[config.mk]
export PLATFORM = sky130hd
export DESIGN_NAME = misr_test_sequencer
export DESIGN_NICKNAME = d
export VERILOG_FILES = /design/src/rtl/misr_test_sequencer.sv
export SDC_FILE = /design/constraint.sdc
export NUM_CORES = 2
export LEC_CHECK = 0
export BUFFER_PORTS_ARGS = -buffer_cell sky130_fd_sc_hd__buf_2
export CAP_MARGIN = 30
export CORE_MARGIN = 1.5
export CORE_UTILIZATION = 25
export CTS_CLUSTER_SIZE = 25
export DETAILED_ROUTE_END_ITERATION = 10
export GPL_TIMING_DRIVEN = 0
export HOLD_SLACK_MARGIN = 0.1
export PLACE_DENSITY = 0.5
export SLEW_MARGIN = 20
export SYNTH_ARGS = -nofsm -noshare
export SYNTH_HDL_FRONTEND = slang
export SYNTH_SLANG_ARGS = --single-unit
[constraint.sdc]
create_clock -name clk_i -period 6.9 [get_ports clk_i]
set_clock_uncertainty 0.05 [all_clocks]
set_input_delay 1.38 -clock clk_i [delete_from_list [all_inputs] [get_ports clk_i]]
set_output_delay 1.38 -clock clk_i [all_outputs]
set_load 0.005 [all_outputs]
[src/rtl/misr_test_sequencer.sv]
// misr_test_sequencer
// Bus initiator for the MISR signature peripheral. It buffers a block of
// test words from a valid/ready source, then runs one compaction job over the
// peripheral register port: program coefficients, reset and enable the MISR,
// stream the buffered words back-to-back, stop, poll DONE, read the signature
// and compare it with the golden value supplied at start.
module misr_test_sequencer #(
    parameter int                   NBIT_DATA    = 64,
    parameter int                   NBIT_ADDR    = 64,
    parameter logic [NBIT_ADDR-1:0] START_ADDR   = NBIT_ADDR'(2**25),
    parameter int                   BUF_DEPTH    = 16,
    parameter int                   POLL_TIMEOUT = 256
) (
    input  logic                               clk_i,
    input  logic                               rst_ni,
    input  logic                               start_i,
    input  logic [$clog2(BUF_DEPTH+1)-1:0]     len_i,
    input  logic [NBIT_DATA-1:0]               coeff_i,
    input  logic [NBIT_DATA-1:0]               golden_i,
    input  logic                               in_valid_i,
    input  logic [NBIT_DATA-1:0]               in_data_i,
    output logic                               in_ready_o,
    output logic                               re_o,
    output logic                               we_o,
    output logic [NBIT_ADDR-1:0]               addr_o,
    output logic [NBIT_DATA-1:0]               data_o,
    input  logic [NBIT_DATA-1:0]               data_i,
    output logic                               busy_o,
    output logic                               done_o,
    output logic                               pass_o,
    output logic                               timeout_o,
    output logic [NBIT_DATA-1:0]               signature_o
);

    localparam int LEN_W  = $clog2(BUF_DEPTH + 1);
    localparam int PTR_W  = $clog2(BUF_DEPTH);
    localparam int POLL_W = $clog2(POLL_TIMEOUT + 1);

    // Peripheral register map, relative to the configured base.
    localparam logic [NBIT_ADDR-1:0] CTRL_ADDR  = START_ADDR;
    localparam logic [NBIT_ADDR-1:0] COEFF_ADDR = START_ADDR + NBIT_ADDR'(64'h40);
    localparam logic [NBIT_ADDR-1:0] SIG_ADDR   = START_ADDR + NBIT_ADDR'(64'h80);
    localparam logic [NBIT_ADDR-1:0] DONE_ADDR  = START_ADDR + NBIT_ADDR'(64'hC0);
    localparam logic [NBIT_ADDR-1:0] IDLE_ADDR  = START_ADDR + NBIT_ADDR'(64'h100);

    // CTRL write values: bit0 enable, bit1 out-of-reset, bit2 done request.
    localparam logic [NBIT_DATA-1:0] CTRL_RESET  = NBIT_DATA'(0);
    localparam logic [NBIT_DATA-1:0] CTRL_ENABLE = NBIT_DATA'(3);
    localparam logic [NBIT_DATA-1:0] CTRL_STOP   = NBIT_DATA'(6);

    typedef enum logic [3:0] {
        S_IDLE,
        S_FILL,
        S_COEFF,
        S_RST,
        S_EN,
        S_STREAM,
        S_STOP,
        S_POLL,
        S_SIG,
        S_DONE
    } state_t;

    state_t                state;
    state_t                state_nx;

    logic [LEN_W-1:0]      len_q;
    logic [LEN_W-1:0]      len_sat;
    logic [LEN_W-1:0]      wr_cnt;
    logic [LEN_W-1:0]      rd_cnt;
    logic [POLL_W-1:0]     poll_cnt;
    logic [NBIT_DATA-1:0]  coeff_q;
    logic [NBIT_DATA-1:0]  golden_q;
    logic [NBIT_DATA-1:0]  mem [BUF_DEPTH];

    logic                  last_fill;
    logic                  last_stream;
    logic                  last_poll;

    // Requests longer than the buffer are clamped to a full buffer.
    assign len_sat = (len_i > LEN_W'(BUF_DEPTH)) ? LEN_W'(BUF_DEPTH) : len_i;

    assign last_fill   = (wr_cnt == len_q - LEN_W'(1));
    assign last_stream = (rd_cnt == len_q - LEN_W'(1));
    assign last_poll   = (poll_cnt == POLL_W'(POLL_TIMEOUT - 1));

    assign busy_o     = (state != S_IDLE);
    assign done_o     = (state == S_DONE);
    assign in_ready_o = (state == S_FILL);

    // State register; reset forces IDLE regardless of where the job was.
    always_ff @(posedge clk_i) begin
        if (!rst_ni) begin
            state <= S_IDLE;
        end else begin
            state <= state_nx;
        end
    end

    // Next-state decode for the job sequence.
    always_comb begin
        state_nx = state;
        unique case (state)
            S_IDLE: begin
                if (start_i) begin
                    state_nx = (len_sat != '0) ? S_FILL : S_COEFF;
                end
            end
            S_FILL: begin
                if (in_valid_i && last_fill) begin
                    state_nx = S_COEFF;
                end
            end
            S_COEFF:  state_nx = S_RST;
            S_RST:    state_nx = S_EN;
            S_EN:     state_nx = (len_q == '0) ? S_STOP : S_STREAM;
            S_STREAM: begin
                if (last_stream) begin
                    state_nx = S_STOP;
                end
            end
            S_STOP:   state_nx = S_POLL;
            S_POLL: begin
                if (data_i[0]) begin
                    state_nx = S_SIG;
                end else if (last_poll) begin
                    state_nx = S_DONE;
                end
            end
            S_SIG:    state_nx = S_DONE;
            S_DONE:   state_nx = S_IDLE;
            default:  state_nx = S_IDLE;
        endcase
    end

    // Moore decode of the register-port access for the current state.
    always_comb begin
        re_o   = 1'b0;
        we_o   = 1'b0;
        addr_o = IDLE_ADDR;
        data_o = '0;
        unique case (state)
            S_COEFF: begin
                we_o   = 1'b1;
                addr_o = COEFF_ADDR;
                data_o = coeff_q;
            end
            S_RST: begin
                we_o   = 1'b1;
                addr_o = CTRL_ADDR;
                data_o = CTRL_RESET;
            end
            S_EN: begin
                we_o   = 1'b1;
                addr_o = CTRL_ADDR;
                data_o = CTRL_ENABLE;
            end
            S_STREAM: begin
                data_o = mem[rd_cnt[PTR_W-1:0]];
            end
            S_STOP: begin
                we_o   = 1'b1;
                addr_o = CTRL_ADDR;
                data_o = CTRL_STOP;
            end
            S_POLL: begin
                re_o   = 1'b1;
                addr_o = DONE_ADDR;
            end
            S_SIG: begin
                re_o   = 1'b1;
                addr_o = SIG_ADDR;
            end
            default: ;
        endcase
    end

    // Job length, buffer/poll counters and the held result flags.
    always_ff @(posedge clk_i) begin
        if (!rst_ni) begin
            len_q       <= '0;
            wr_cnt      <= '0;
            rd_cnt      <= '0;
            poll_cnt    <= '0;
            pass_o      <= 1'b0;
            timeout_o   <= 1'b0;
            signature_o <= '0;
        end else begin
            unique case (state)
                S_IDLE: begin
                    if (start_i) begin
                        len_q       <= len_sat;
                        wr_cnt      <= '0;
                        rd_cnt      <= '0;
                        pass_o      <= 1'b0;
                        timeout_o   <= 1'b0;
                        signature_o <= '0;
                    end
                end
                S_FILL: begin
                    if (in_valid_i) begin
                        wr_cnt <= wr_cnt + LEN_W'(1);
                    end
                end
                S_STREAM: begin
                    rd_cnt <= rd_cnt + LEN_W'(1);
                end
                S_STOP: begin
                    poll_cnt <= '0;
                end
                S_POLL: begin
                    if (!data_i[0]) begin
                        poll_cnt <= poll_cnt + POLL_W'(1);
                        if (last_poll) begin
                            timeout_o <= 1'b1;
                        end
                    end
                end
                S_SIG: begin
                    signature_o <= data_i;
                    pass_o      <= (data_i == golden_q);
                end
                default: ;
            endcase
        end
    end

    // Job operands and buffered words; plain data, no reset needed.
    always_ff @(posedge clk_i) begin
        if (state == S_IDLE && start_i) begin
            coeff_q  <= coeff_i;
            golden_q <= golden_i;
        end
        if (state == S_FILL && in_valid_i) begin
            mem[wr_cnt[PTR_W-1:0]] <= in_data_i;
        end
    end

endmodule

==> impl_metrics.csv <==
group,metric,value,unit
clocking,htree_levels,4,
power,p_sw,4.759,mW
clocking,ctsHoldBuffers,0,
critical_path,slowest_stage,"clkbuf_1",
drt,drtPass1Iterations,5,
power,p_sw_share,25.62,%
status,outcome,"complete, no violations",
synth,postSynthAreaPerCell,20.90,µm²
global_route,grt_usage,14.65,%
clocking,root_buffer,"clkbuf_16",
sta,min_period,5.462,ns
clocking,clock_path_buffers,3,
critical_path,rr_worst_depth,9,
hold_path,holdCritStartpoint,"signature_o[29]",
drt,drc,0,
hold_path,min_path_cells,2,
critical_path,reg2reg_to,"mem[1][29]",
floorplanning,core,0.1930,mm²
sta,whs,0.4205,ns
place,numPortBuffers,401,
drt,routed-via-count,25320,
clocking,clkSinkCount,1250,
cells_and_area,layout_commonest_cell,"edfxtp_1",
place,dp_hpwl,102800,µm
global_route,grt_pass1_wl,202400,µm
drt,via_per_inst,4.449,
critical_path,endpoint_kind,"primary output",
place,numPlacedInstances,5423,
global_route,gr-total-overflow,0,
synth,async_flop_share,0,%
power,power.total,18.57,mW
critical_path,critPathTopFamily,"buffers and inverters",
clocking,cts_tree,"built",
sta,worst-slew-pin-transition,1.002,ns
sta,finalHoldViolCount,0,
floorplanning,die_height,444.4,µm
global_route,grt_pass1_vias,25700,
critical_path,r2r_start,"state[0]",
critical_path,crit_arrival,4.03,ns
power,p_leak,19.71,nW
critical_path,startpoint_type,"flop",
cells_and_area,final_util,31.36,%
synth,synth_edf_count,1152,
clocking,path_clk_slew,0.06,ns
job,maxCapViolations,0,
drt,wire_per_inst,25.67,µm
cells_and_area,fin_nets,3320,
clocking,postCtsSetupBuffers,0,
sta,fin_crit_sh,79.15,%
drt,wl,146100,µm
clocking,cts_resized,0,
clocking,insertion_delay,0.79,ns
place,dpl_worst_slack,2.061,ns
hold_path,min_to,"signature_o[29]",
cells_and_area,fillers,18740,
synth,ys_top_cells_by_area,"edfxtp_1 (71%), mux4_2 (13%), dfxtp_1 (4.0%), mux4_1 (2.4%), xnor2_1 (1.2%)",
critical_path,path_cells,"clkbuf_2 -> clkbuf_1 -> mux4_2 -> mux4_2 -> a22o_1 -> buf_2",
power,pwr-share-comb,13.1,%
power,seq_power_share,47.5,%
sta,max_freq,183.1,MHz
power,ir_drop,0.0002282,V
synth,synth_top_area_cell,"edfxtp_1",
critical_path,crit_cells,6,
synth,yosysUniqueCellTypes,51,
critical_path,crit_required,5.47,ns
synth,synth_warnings,0,
synth,seq_area_frac_synth,75.05,%
synth,ys_seq_elements,1250,
critical_path,reg2reg_slack,3.56,ns
synth,netlist_area,0.04871,mm²
cells_and_area,layout-drive-gt1-share,35.09,%
drt,ant_nets,0,
floorplanning,initial_utilization,25.24,%
floorplanning,fp.dieW,444.4,µm
synth,yosysTopAreaCellShare,71.02,%
cells_and_area,final_cells,5690,
power,clkPwrFrac,39.4,%
sta,relSlewSlack,33.22,%
drt,drt_iter0_markers,2030,
critical_path,worst-path-buf-inv,3,
power,p_per_area,306.9,mW/mm²
sta,setup_viol,0,
place,place.gp.congestion,0.8305,
synth,synthCells,2330,
hold_path,holdCritPathClass,"flop to flop",
critical_path,cpMostUsedCell,"mux4_2",
floorplanning,pin_count,464,
sta,rsz0062_at_grt,"no",
global_route,antenna_found_initial,41,
critical_path,cp_max_fo,10,
floorplanning,dieArea,0.1975,mm²
cells_and_area,area_delta_synth_final,24.27,%
power,p_int,13.82,mW
cells_and_area,layout_common_cells,"edfxtp_1 (1,152), buf_2 (412), mux4_2 (273), clkbuf_16 (147), buf_4 (112)",
floorplanning,rows,161,
global_route,grt_max_degree,63,
critical_path,slowest_delay,0.75,ns
sta,setup_ws,1.438,ns
clocking,cts_buffers,145,
sta,drv_slew,0,
critical_path,worst-setup-path-type,"flop to primary output",
synth,ys.flop_type,"edfxtp_1",
-- final cells by class --
cell class	count	area, µm²	share of cell area, %
diodes	6	15.01	0.02481
clock buffers	183	3834	6.334
plain buffers	188	1196	1.976
flip-flops and latches	1250	36560	60.39
inverters	11	46.29	0.07649
clock inverters	75	660.6	1.091
well taps	2526	3161	5.222
repair buffers	511	3797	6.274
multi-input cells	940	11260	18.61
-- how the worst max path moves through the flow --
stage	startpoint	end	slack, ns
5_1_grt	flop	data_o[59]	1.26
3_3_place_gp	in_valid_i	mem[1][24]	-6.75
4_1_cts	flop	data_o[59]	1.16
6_report	flop	data_o[59]	1.44
2_1_floorplan	in_valid_i	mem[3][0]	0.11
3_5_place_dp	flop	data_o[59]	2.06
-- sequential cells by signal, summed over array words and instances, names as in the netlist, named ones only --
register and cells:
golden_q 64, pass_o 1, poll_cnt 9, coeff_q 64, timeout_o 1, signature_o 64
rd_cnt 5, wr_cnt 5, len_q 5, state 4, mem 1024
-- metal layers --
| metal | GRT usage, % | routed length (µm) |
|---|---|---|
| met4 | 5.175 | 4607 |
| met3 | 3.399 | 8650 |
| met5 | 0 | 229 |
| met2 | 25.36 | 73660 |
| met1 | 17.78 | 58940 |
-- through the flow --
step | setup TNS [ns] | instance area [µm²]
floorplan | 0 | 48930
global placement | -4133.52 | 54100
detailed placement | 0 | 55980
CTS | 0 | 60480
global route | 0 | 60520
finish | 0 | 60530
-- cell families after synthesis --
group	count (synthesis)	synth area share (%)
flip-flops	1250	75.05
AND/OR/NAND/NOR	295	2.941
AO/OA/AOI/OAI	179	2.805
adder cells (fa/ha/maj)	8	0.2055
other	2	0.01542
XOR/XNOR	80	1.467
buffers and inverters	199	2.517
multiplexers	317	15.00
-- cells in the mapped netlist, types with 15 or more instances --
library cell,instances
edfxtp_1,1152
mux4_2,273
dfxtp_1,98
nand2_1,95
nand3_1,80
a21boi_0,72
clkbuf_1,72
buf_4,70
xnor2_1,66
a22o_1,61
mux4_1,44
nor2_1,34
buf_1,19
nand4_1,19
a21oi_1,16
nor3_1,15
-- power by group through the flow --
| stage | Sequential (mW) | Combinational (mW) | Clock [mW] |
|---|---|---|---|
| 2_1_floorplan | 8.97 | 1.36 | 0 |
| 3_3_place_gp | 9.09 | 2.42 | 0 |
| 3_5_place_dp | 8.98 | 2.54 | 0 |
| 4_1_cts | 8.82 | 2.54 | 7.54 |
| 5_1_grt | 8.84 | 2.65 | 7.80 |
| 6_report | 8.82 | 2.43 | 7.33 |
-- tightest hold or removal path: stages, from the launching register on --
cell and delay, ns:
dfxtp_1 0.30, nand3_1 0.05, a21boi_0 0.07
Power figures use the tool's default switching activity.
